[src/rtl/accumulator_bus_controller.sv]
// accumulator_bus_controller
//   Responder end of the accumulator bus. Arbitrates req from NPROC
//   processors, grants the bus to one at a time, serves FETCH from a host-fed
//   operand FIFO and deposits SEND data into a host-drained result FIFO.
//   Every completed transfer ends with a one-cycle signal pulse.
//
// Ports
//   clk, reset             : clock, synchronous active-high reset
//   req   [NPROC-1:0]      : per-processor bus request
//   grant [NPROC-1:0]      : one-hot grant (registered)
//   op    [1:0]            : 01 FETCH, 10 SEND, anything else NOP
//   read  [31:0]           : operand to processor (registered)
//   write [31:0]           : result from granted processor
//   signal                 : transfer-complete pulse (registered)
//   opnd_valid/data/ready  : host push into operand FIFO
//   res_valid/data/ready   : host pop from result FIFO (data = head, comb)
//   busy                   : state is not IDLE
//
// Build option
//   ARB_RR_EN : round-robin arbitration; otherwise fixed priority (index 0
//               highest) with no pointer register.

module accumulator_bus_controller #(
  parameter int NPROC      = 4,
  parameter int DEPTH      = 16,
  parameter int OP_TIMEOUT = 8
) (
  input  logic             clk,
  input  logic             reset,
  input  logic [NPROC-1:0] req,
  output logic [NPROC-1:0] grant,
  input  logic [1:0]       op,
  output logic [31:0]      read,
  input  logic [31:0]      write,
  output logic             signal,
  input  logic             opnd_valid,
  input  logic [31:0]      opnd_data,
  output logic             opnd_ready,
  output logic             res_valid,
  output logic [31:0]      res_data,
  input  logic             res_ready,
  output logic             busy
);

  localparam int AW = $clog2(DEPTH);
  localparam int TW = $clog2(OP_TIMEOUT + 1);
  localparam logic [AW:0]   FIFO_FULL = (AW+1)'(DEPTH);
  localparam logic [TW-1:0] TMO_LAST  = TW'(OP_TIMEOUT - 1);
  localparam logic [1:0]    OP_FETCH  = 2'b01;
  localparam logic [1:0]    OP_SEND   = 2'b10;

  typedef enum logic [1:0] {IDLE, GRANT_WAIT, SERVE} state_t;

  state_t          state;
  logic [TW-1:0]   tmo_cnt;
  logic            pending_fetch, pending_send;

  // operand FIFO
  logic [31:0]     opnd_mem [DEPTH];
  logic [AW-1:0]   opnd_wr, opnd_rd;
  logic [AW:0]     opnd_cnt;
  logic            opnd_push, opnd_pop;

  // result FIFO
  logic [31:0]     res_mem [DEPTH];
  logic [AW-1:0]   res_wr, res_rd;
  logic [AW:0]     res_cnt;
  logic            res_push, res_pop;

  logic            do_fetch, do_send;
  logic [NPROC-1:0] win;

  assign opnd_ready = (opnd_cnt != FIFO_FULL);
  assign res_valid  = (res_cnt != '0);
  assign res_data   = res_mem[res_rd];
  assign busy       = (state != IDLE);
  assign opnd_push  = opnd_valid && opnd_ready;
  assign res_pop    = res_valid && res_ready;

  // A latched pending op takes precedence over whatever op shows now, since
  // the processor may already have returned op to NOP while stalled.
  always_comb begin
    do_fetch = 1'b0;
    do_send  = 1'b0;
    if (state == GRANT_WAIT) begin
      if (pending_fetch || (!pending_send && op == OP_FETCH))
        do_fetch = 1'b1;
      else if (pending_send || op == OP_SEND)
        do_send = 1'b1;
    end
    opnd_pop = do_fetch && (opnd_cnt != '0);
    // a host pop in the same cycle frees the slot we are about to fill
    res_push = do_send && ((res_cnt != FIFO_FULL) || res_pop);
  end

`ifdef ARB_RR_EN
  localparam int PW = (NPROC > 1) ? $clog2(NPROC) : 1;
  // rr_ptr holds the index where the next search starts (last winner + 1),
  // so it resets to 0 and index 0 wins first.
  logic [PW-1:0] rr_ptr, win_idx;

  always_comb begin
    int   idx;
    logic found;
    win     = '0;
    win_idx = '0;
    found   = 1'b0;
    idx     = 0;
    for (int i = 0; i < NPROC; i++) begin
      idx = int'(rr_ptr) + i;
      if (idx >= NPROC) idx = idx - NPROC;
      if (!found && req[idx]) begin
        win[idx] = 1'b1;
        win_idx  = PW'(idx);
        found    = 1'b1;
      end
    end
  end
`else
  always_comb begin
    logic found;
    win   = '0;
    found = 1'b0;
    for (int i = 0; i < NPROC; i++) begin
      if (!found && req[i]) begin
        win[i] = 1'b1;
        found  = 1'b1;
      end
    end
  end
`endif

  // storage arrays carry no reset; pointers/counts below define validity
  always_ff @(posedge clk) begin
    if (opnd_push) opnd_mem[opnd_wr] <= opnd_data;
    if (res_push)  res_mem[res_wr]   <= write;
  end

  always_ff @(posedge clk) begin
    if (reset) begin
      state         <= IDLE;
      grant         <= '0;
      read          <= '0;
      signal        <= 1'b0;
      tmo_cnt       <= '0;
      pending_fetch <= 1'b0;
      pending_send  <= 1'b0;
      opnd_wr       <= '0;
      opnd_rd       <= '0;
      opnd_cnt      <= '0;
      res_wr        <= '0;
      res_rd        <= '0;
      res_cnt       <= '0;
`ifdef ARB_RR_EN
      rr_ptr        <= '0;
`endif
    end else begin
      if (opnd_push) opnd_wr <= opnd_wr + 1'b1;
      if (opnd_pop)  opnd_rd <= opnd_rd + 1'b1;
      case ({opnd_push, opnd_pop})
        2'b10:   opnd_cnt <= opnd_cnt + 1'b1;
        2'b01:   opnd_cnt <= opnd_cnt - 1'b1;
        default: opnd_cnt <= opnd_cnt;
      endcase

      if (res_push) res_wr <= res_wr + 1'b1;
      if (res_pop)  res_rd <= res_rd + 1'b1;
      case ({res_push, res_pop})
        2'b10:   res_cnt <= res_cnt + 1'b1;
        2'b01:   res_cnt <= res_cnt - 1'b1;
        default: res_cnt <= res_cnt;
      endcase

      case (state)
        IDLE: begin
          signal <= 1'b0;
          if (|req) begin
            grant   <= win;
            tmo_cnt <= '0;
            state   <= GRANT_WAIT;
`ifdef ARB_RR_EN
            rr_ptr  <= (win_idx == PW'(NPROC - 1)) ? '0 : win_idx + 1'b1;
`endif
          end
        end
        GRANT_WAIT: begin
          if (opnd_pop) begin
            read          <= opnd_mem[opnd_rd];
            signal        <= 1'b1;
            pending_fetch <= 1'b0;
            state         <= SERVE;
          end else if (do_fetch) begin
            pending_fetch <= 1'b1;
          end else if (res_push) begin
            signal        <= 1'b1;
            pending_send  <= 1'b0;
            state         <= SERVE;
          end else if (do_send) begin
            pending_send  <= 1'b1;
          end else if (tmo_cnt == TMO_LAST) begin
            // nobody spoke up: revoke silently
            grant <= '0;
            state <= IDLE;
          end else begin
            tmo_cnt <= tmo_cnt + 1'b1;
          end
        end
        SERVE: begin
          // the forced IDLE cycle lets the served processor drop its req
          signal <= 1'b0;
          grant  <= '0;
          read   <= '0;
          state  <= IDLE;
        end
        default: state <= IDLE;
      endcase
    end
  end

endmodule
[config.mk]
export PLATFORM = sky130hd
export DESIGN_NAME = accumulator_bus_controller
export DESIGN_NICKNAME = d
export VERILOG_FILES = /design/src/rtl/accumulator_bus_controller.sv
export SDC_FILE = /design/constraint.sdc
export NUM_CORES = 1
export LEC_CHECK = 0
export BUFFER_PORTS_ARGS = -buffer_cell sky130_fd_sc_hd__buf_2
export CAP_MARGIN = 20
export CORE_UTILIZATION = 60
export DETAILED_ROUTE_END_ITERATION = 10
export GPL_TIMING_DRIVEN = 0
export PLACE_DENSITY_LB_ADDON = 0.1
export SKIP_CTS_REPAIR_TIMING = 1
export SYNTH_ARGS = -nofsm -noshare
export SYNTH_HDL_FRONTEND = slang
export SYNTH_SLANG_ARGS = --single-unit
[constraint.sdc]
create_clock -name clk -period 5.45 [get_ports clk]
set_input_delay 0.2725 -clock clk [delete_from_list [all_inputs] [get_ports clk]]
set_output_delay 0.2725 -clock clk [all_outputs]
set_load 0.02 [all_outputs]
==> impl_metrics.toml, run 1 <==
[run_status]
status = "finished, final reports clean"

[routing]
ant_nets = 0
drt_iter0_markers = 2053
wirelength_microns = 91700
vias = 20300
drt_first_pass_iters = 8
drc = 0
wl_per_cell_microns = 28.4
avgViaCountPerCell = 6.28

[setup_path]
crit_path_end = "opnd_cnt[4]$_SDFFE_PP0P_"
crit_chain = "inv_1, ha_1, clkbuf_1, inv_1, a221oi_2, clkbuf_1, ha_1, clkbuf_1, xor2_1, ha_1, a21oi_1, o22ai_1, a222oi_1, or3_1, a21oi_1"
crit_cells = 15
path_class = "reg -> reg"
cp_slowest_stage_delay_ns = 0.78
rrSetupSlack_ns = 1.01
rr_worst_depth = 15
crit_buf_inv = 5
crit_family = "compound AO/OA/AOI/OAI gates"
required_ns = 5.98
cp.arrival_ns = 4.97
cp_max_fo = 11
end_kind = "flop"
crit_path_top_delay_cell = "a221oi_2"
cp-start-kind = "flop"
reg2reg_to = "opnd_cnt[4]$_SDFFE_PP0P_"
worstReg2RegStart = "state[1]$_SDFFE_PP0P_"
worstSetupStartpoint = "state[1]$_SDFFE_PP0P_"

[die]
io_pins = 146
num_rows = 96
die-area_sq_um = 70900
core_region_area_sq_um = 68800
start_util = 0.609
die_y_microns = 266
die_width_microns = 266

[synthesis]
synth-seq-cells = 1103
syn_inst = 1806
synth_ff_type = "edfxtp_1"
syn_area_sq_um = 41900
yosysTopAreaCellShare = 0.734
yosysSeqAreaShare = 0.772
avgSynthCellArea_sq_um = 23.2
synth_fp_nets = 1900
netlist_top_cells_count = "edfxtp_1, mux4_2, dfxtp_1"
yosysMostFrequentCell = "edfxtp_1"
synth.distinct_cells = 59
synthArstFlopShare = 0
synth-edff-count = 1024
ys_top_cells_by_area = "edfxtp_1, mux4_2, dfxtp_1"
synth_top_area_cell = "edfxtp_1"
synth_warnings = 0

[clock_network]
path_clk_slew_ns = 0.06
clock_path_buffers = 3
cts_root_buf = "clkbuf_16"
clk_latency_ns = 0.66
htreeDepth = 3
cts_tree = "yes"
cts.sinks = 1103
numCtsBuffers = 105

[timing]
fin_crit_sh = 0.814
hold_viol = 0
rsz0062_at_grt = "no"
fmax_ghz = 0.225
slew_violations = 0
tightest_slew_ns = 1.04
clock-skew-final_ns = 0.0166
period_minus_slack_ns = 4.44
tns_ns = 0
worst_slack_ns = 1.01
timing.slew.headroom = 0.307
hold_slack_ns = 0.0232
setup_viol = 0

[layout]
stdcell_count = 3231
syn2layout_area_growth_pct = 17.3
drive_gt1_frac = 0.335
fin_nets = 2302
nFillCells = 4017

[placed_design]
hpwlAfterDp_microns = 56300
place_inst = 2957
gp_congestion = 0.788
io_buffers = 145
pre_cts_ws_ns = 1.05

[global_route]
grt_pass1_wl_microns = 132000
grt_max_degree = 25
antenna_found_initial = 3
track_usage = 0.263
grt_pass1_vias = 20500
grt.overflow.total = 0

[min_path]
holdCritPathClass = "in -> reg"

[job]
maxCapViolCount = 0

[power_and_ir_drop]
finalPower_mw = 19.2
power.density_nw_per_um2 = 391
p_leak_nw = 15.6
vdd_ir_drop_max_uv = 313
[layer usage]
layer	track usage	vias to the layer above	wire (microns)
li1	-	8518	-
met1	0.355	10800	36200
met2	0.445	776	47300
met3	0.0484	147	5960
met4	0.0736	6	2250
met5	0	-	42
[cells in the final DEF (no fill, tap or decap), types with 22 or more instances in the layout]
cell	count
a32o_1	32
buf_2	165
buf_4	24
buf_6	37
clkbuf_1	93
clkbuf_16	107
dfxtp_1	79
dlygate4sd3_1	66
edfxtp_1	1024
mux4_2	320
nand2_1	22
nor2_1	35
[worst min-delay path by stage]
| stage | start | endpoint | slack (ns) | cells after the start |
|---|---|---|---|---|
| 2_1_floorplan | opnd_data[0] | opnd_mem[0][0]$_DFFE_PP_ | 0.37 | 0 |
| 3_3_place_gp | grant[1]$_SDFFE_PP0P_ | grant[1]$_SDFFE_PP0P_ | 0.44 | 2 |
| 3_5_place_dp | grant[0]$_SDFFE_PP0P_ | grant[0]$_SDFFE_PP0P_ | 0.45 | 2 |
| 4_1_cts | req[0] | grant[3]$_SDFFE_PP0P_ | -0.08 | 3 |
| 5_1_grt | write[23] | res_mem[15][23]$_DFFE_PP_ | 0.003 | 1 |
| 6_report | opnd_data[10] | opnd_mem[5][10]$_DFFE_PP_ | 0.02 | 1 |
[area by class of cell]
cell class / count / area, sq um / area share
timing repair buffer: 295 / 2500 / 0.0508
multi-input combinational: 588 / 9280 / 0.189
sequential: 1103 / 32300 / 0.658
clock inverter: 48 / 420 / 0.00856
buffer: 96 / 404 / 0.00823
clock buffer: 150 / 2970 / 0.0604
inverter: 19 / 71.3 / 0.00145
tap: 931 / 1160 / 0.0237
antenna: 1 / 2.50 / 0.0000509
[flip-flops by register name, indices dropped and copies added, names as in the netlist, named ones only]
name and flops:
res_rd 4, res_cnt 5, res_mem 512, read 32, res_wr 4, pending_send 1
tmo_cnt 4, state 2, opnd_mem 512, pending_fetch 1, opnd_cnt 5, signal 1
opnd_wr 4, grant 4, opnd_rd 4
[cells by family after synthesis]
family / after synthesis / synth area share
muxes: 327 / 0.174
buffers and inverters: 115 / 0.0114
adders and majority gates: 20 / 0.00597
DFF: 1103 / 0.772
xor gates and xnor gates: 19 / 0.00397
AOI/OAI and AO/OA: 87 / 0.0172
and+or+nand+nor: 135 / 0.0160
[where the power goes]
group	total, mW	switching (mW)	internal, mW
registers	9.46	0.0775	9.39
clock network	7.09	3.01	4.08
logic	2.65	1.40	1.25
total	19.2	4.49	14.7
[through the flow]
| step | cell area (sq um) | utilization |
|---|---|---|
| final | 49100 | 0.714 |
| after global routing | 49100 | 0.714 |
| after CTS | 48300 | 0.702 |
| after global placement | 43800 | 0.636 |
| after floorplan | 41900 | - |
| after detailed placement | 45000 | 0.653 |
(Power assumes the default switching activity.)
==> run 2, diff against run 1 <==
==> constraint.sdc (replaced) <==
create_clock -name clk -period 4.2 [get_ports clk]
set_input_delay 0.21 -clock clk [delete_from_list [all_inputs] [get_ports clk]]
set_output_delay 0.21 -clock clk [all_outputs]
set_load 0.02 [all_outputs]
==> run 2 against run 1 <==
Setup slack lost 0.70 ns; total power grew 30%; core utilization is essentially flat; register-to-register slack lost 0.60 ns; routed wire length grew 0.41%; via count shrank 0.29%; largest cell class unchanged; count of clock-buffer cells in the layout shrank 1; die area is the same; clock power grew 30%; clock skew grew 0.0070 ns; largest power group unchanged.
==> impl_metrics.toml, run 2 (synthesis results as in run 1) <==
[layout]
top_regs = "opnd_mem (512), res_mem (512), read (32)"
fin_nets = 2291
nFillCells = 4040
stdcell_count = 3218
layout_common_cells = "edfxtp_1, mux4_2, buf_2"
final_common_cell = "edfxtp_1"
syn2layout_area_growth_pct = 17.2
drive_gt1_frac = 0.327

[die]
io_pins = 146
core_region_area_sq_um = 68800
start_util = 0.609
die-area_sq_um = 70900
die_width_microns = 266
num_rows = 96
die_y_microns = 266

[timing]
fin_crit_sh = 0.924
slew_violations = 0
hold_viol = 0
tightest_slew_ns = 1.04
fmax_ghz = 0.258
setup_viol = 0
rsz0062_at_grt = "no"
timing.slew.headroom = 0.304
tns_ns = 0
clock-skew-final_ns = 0.0236
period_minus_slack_ns = 3.88

[global_route]
grt.overflow.total = 0
grt_pass1_wl_microns = 133000
grt_pass1_vias = 20600
track_usage = 0.265
antenna_found_initial = 3
grt_max_degree = 23

[clock_network]
clock_path_buffers = 3
numCtsBuffers = 106
cts_root_buf = "clkbuf_16"
cts.sinks = 1103
path_clk_slew_ns = 0.06
clk_latency_ns = 0.65
htreeDepth = 3
cts_tree = "yes"

[routing]
drc = 0
wirelength_microns = 92100
vias = 20200
ant_nets = 0
wl_per_cell_microns = 28.6
drt_iter0_markers = 1845
drt_first_pass_iters = 5
avgViaCountPerCell = 6.29

[setup_path]
required_ns = 3.99
cp.arrival_ns = 3.67
end_kind = "output pin"
cp-start-kind = "flop"
path_class = "reg -> out"
cp_max_fo = 10

[placed_design]
place_inst = 2943
hpwlAfterDp_microns = 57200
io_buffers = 145
gp_congestion = 0.783

[power_and_ir_drop]
p_leak_nw = 15.5
vdd_ir_drop_max_uv = 377
finalPower_mw = 25.0
power.density_nw_per_um2 = 509

[run_status]
status = "finished, final reports clean"

[job]
maxCapViolCount = 0

[min_path]
holdCritPathClass = "in -> reg"
==> run 2: changes by cell type in the layout (fill, tap and decap cells not counted), moves of 4 or more <==
cell	before	now
clkinv_1	13	17
clkbuf_8	13	5
nor3_4	0	4
buf_8	6	11
nor3_2	8	4
clkbuf_1	93	98
buf_6	37	13
==> run 2: worst max-delay path: stages, from the launching register on <==
cell and delay, ns:
dfxtp_1 0.32, clkbuf_1 0.54, buf_1 0.81, mux4_2 0.62, mux4_2 0.54, buf_2 0.19
==> run 2: path summary, 6_finish.rpt <==
kind / end / start / cells after the start / slack, ns
setup / recovery: res_data[4] / flop / 5 / 0.32
hold / removal: grant[2]$_SDFFE_PP0P_ / req[2] / 4 / 0.05
setup reg to reg: opnd_cnt[4]$_SDFFE_PP0P_ / opnd_cnt[2]$_SDFFE_PP0P_ / 13 / 0.41
hold reg to reg: grant[0]$_SDFFE_PP0P_ / grant[0]$_SDFFE_PP0P_ / 2 / 0.45
==> run 2: area by class of cell <==
cell class | count | area [sq um] | share of cell area
multi-input combinational | 588 | 9310 | 0.190
clock buffer | 149 | 2910 | 0.0592
clock inverter | 48 | 462 | 0.00940
inverter | 19 | 71.3 | 0.00145
tap | 931 | 1160 | 0.0237
timing repair buffer | 283 | 2460 | 0.0500
sequential | 1103 | 32300 | 0.658
antenna | 1 | 2.50 | 0.0000510
buffer | 96 | 405 | 0.00825
==> run 2: power by group <==
part / switching, mW / internal (mW) / leakage (nW)
Combinational: 1.83 / 1.62 / 4.00
Clock: 3.89 / 5.36 / 1.65
Sequential: 0.101 / 12.2 / 9.87
Total: 5.82 / 19.2 / 15.5
==> run 2: stage by stage <==
stage / util / worst slack [ns] / hold slack, ns / instance area [sq um]
detailed placement: 0.653 / -0.0917 / 0.449 / 44900
global route: 0.714 / 0.0593 / 0.0414 / 49100
CTS: 0.702 / -0.134 / -0.127 / 48300
finish: 0.714 / 0.317 / 0.0495 / 49100
floorplan: - / -0.626 / 0.309 / 41900
global placement: 0.636 / -4.68 / 0.437 / 43800
==> run 2: metal layers <==
layer | GRT usage | wire, microns
met5 | 0 | 25
met2 | 0.452 | 48100
met3 | 0.0478 | 6270
met4 | 0.0819 | 2190
met1 | 0.352 | 35500
==> run 3, diff against run 2 <==
==> constraint.sdc (replaced) <==
create_clock -name clk -period 4.2 [get_ports clk]
set_input_delay 0.84 -clock clk [delete_from_list [all_inputs] [get_ports clk]]
set_output_delay 0.84 -clock clk [all_outputs]
set_load 0.02 [all_outputs]
==> run 3 against run 2 <==
Sequential power hardly changed; total power down 0.18%; combinational power down 1%.
==> impl_metrics.toml, run 3 (synthesis results as in run 1) <==
[routing]
drt_iter0_markers = 1914
wl_per_cell_microns = 29.0
avgViaCountPerCell = 6.32
drt_first_pass_iters = 5
vias = 19900
drc = 0
ant_nets = 0
wirelength_microns = 91400

[timing]
setup_viol = 0
clock-skew-final_ns = 0.0234
tns_ns = 0
worst_slack_ns = 0.0305
hold_viol = 0
timing.slew.headroom = 0.296
fin_crit_sh = 0.993
tightest_slew_ns = 1.06
hold_slack_ns = 0.455
period_minus_slack_ns = 4.17
rsz0062_at_grt = "yes"
slew_violations = 0
fmax_ghz = 0.240

[clock_network]
htreeDepth = 3
cts.sinks = 1103
path_clk_slew_ns = 0.06
clk_latency_ns = 0.65
numCtsBuffers = 106
cts_root_buf = "clkbuf_16"
clock_path_buffers = 3
cts_tree = "yes"

[power_and_ir_drop]
vdd_ir_drop_max_uv = 378
finalPower_mw = 24.9
power.density_nw_per_um2 = 515
p_leak_nw = 15.3

[global_route]
grt_pass1_wl_microns = 133000
track_usage = 0.265
grt.overflow.total = 0
antenna_found_initial = 9
grt_max_degree = 23
grt_pass1_vias = 20600

[layout]
top_regs = "opnd_mem (512), res_mem (512), read (32)"
final_common_cell = "edfxtp_1"
fin_nets = 2221
stdcell_count = 3151
syn2layout_area_growth_pct = 15.6
layout_common_cells = "edfxtp_1, mux4_2, buf_2"
utilization = 0.704
drive_gt1_frac = 0.343
design_area_sq_um = 48400
nFillCells = 4102

[die]
core_region_area_sq_um = 68800
die_width_microns = 266
die-area_sq_um = 70900
die_y_microns = 266
start_util = 0.609
num_rows = 96
io_pins = 146

[setup_path]
crit_path_top_delay_cell = "buf_1"
rrSetupSlack_ns = 0.29
path_class = "reg -> out"
crit_chain = "clkbuf_1, buf_1, mux4_2, mux4_2, buf_2"
cp_max_fo = 10
cp.arrival_ns = 3.33
cp-start-kind = "flop"
worstReg2RegStart = "state[1]$_SDFFE_PP0P_"
reg2reg_to = "opnd_cnt[4]$_SDFFE_PP0P_"
rr_worst_depth = 15
cpMostUsedCell = "mux4_2"
cp_slowest_stage_delay_ns = 0.65
end_kind = "output pin"
required_ns = 3.36

[placed_design]
pre_cts_ws_ns = -0.629
place_inst = 2943
placed_area_sq_um = 44900
io_buffers = 145
hpwlAfterDp_microns = 57200
gp_congestion = 0.783

[min_path]
holdCritPathClass = "reg -> reg"
holdCritStartpoint = "grant[0]$_SDFFE_PP0P_"
min_to = "grant[0]$_SDFFE_PP0P_"
min_delay_path_depth = 2

[run_status]
status = "finished, final reports clean"

[job]
maxCapViolCount = 0
## run 3: changes by cell type in the layout (fill, tap and decap cells not counted), sizes merged
cell and change:
buf -8, clkbuf +6, diode +3, dlygate4sd3 -68
## run 3: layout make-up
type | instances | area (sq um) | area share
diodes | 4 | 10.0 | 0.000207
plain buffers | 96 | 429 | 0.00886
clock buffers | 149 | 2910 | 0.0600
clock inverters | 48 | 462 | 0.00953
inverters | 19 | 71.3 | 0.00147
multi-input cells | 588 | 9310 | 0.192
flip-flops and latches | 1103 | 32300 | 0.667
well taps | 931 | 1160 | 0.0240
repair buffers | 213 | 1760 | 0.0363
## run 3: worst max-delay path, delay by kind of cell (launching register included)
kind,cells,cell delay (ns)
buffers and inverters,3,1.36
muxes,2,0.95
DFF,1,0.35
## run 3: power by group
group          leakage (nW)  internal, mW  total [mW]  switching (mW)
registers              9.87          12.2        12.3           0.102
clock network          1.65          5.36        9.25            3.89
logic                  3.76          1.59        3.40            1.82
## run 3: worst max path at each step
stage | cells past startpoint | from | to
2_1_floorplan | 3 | op[1] | res_mem[0][0]$_DFFE_PP_
3_3_place_gp | 4 | op[1] | res_mem[1][13]$_DFFE_PP_
3_5_place_dp | 13 | op[1] | opnd_cnt[4]$_SDFFE_PP0P_
4_1_cts | 5 | flop | res_data[6]
5_1_grt | 5 | flop | res_data[6]
6_report | 5 | flop | res_data[4]
## run 3: layer usage
metal  wire length (microns)  track usage  part of all wire
met1                   35000        0.352              0.38
met4                    2260       0.0819             0.025
met3                    6530       0.0478             0.071
met2                   47600        0.452              0.52
met5                      55            0           0.00060
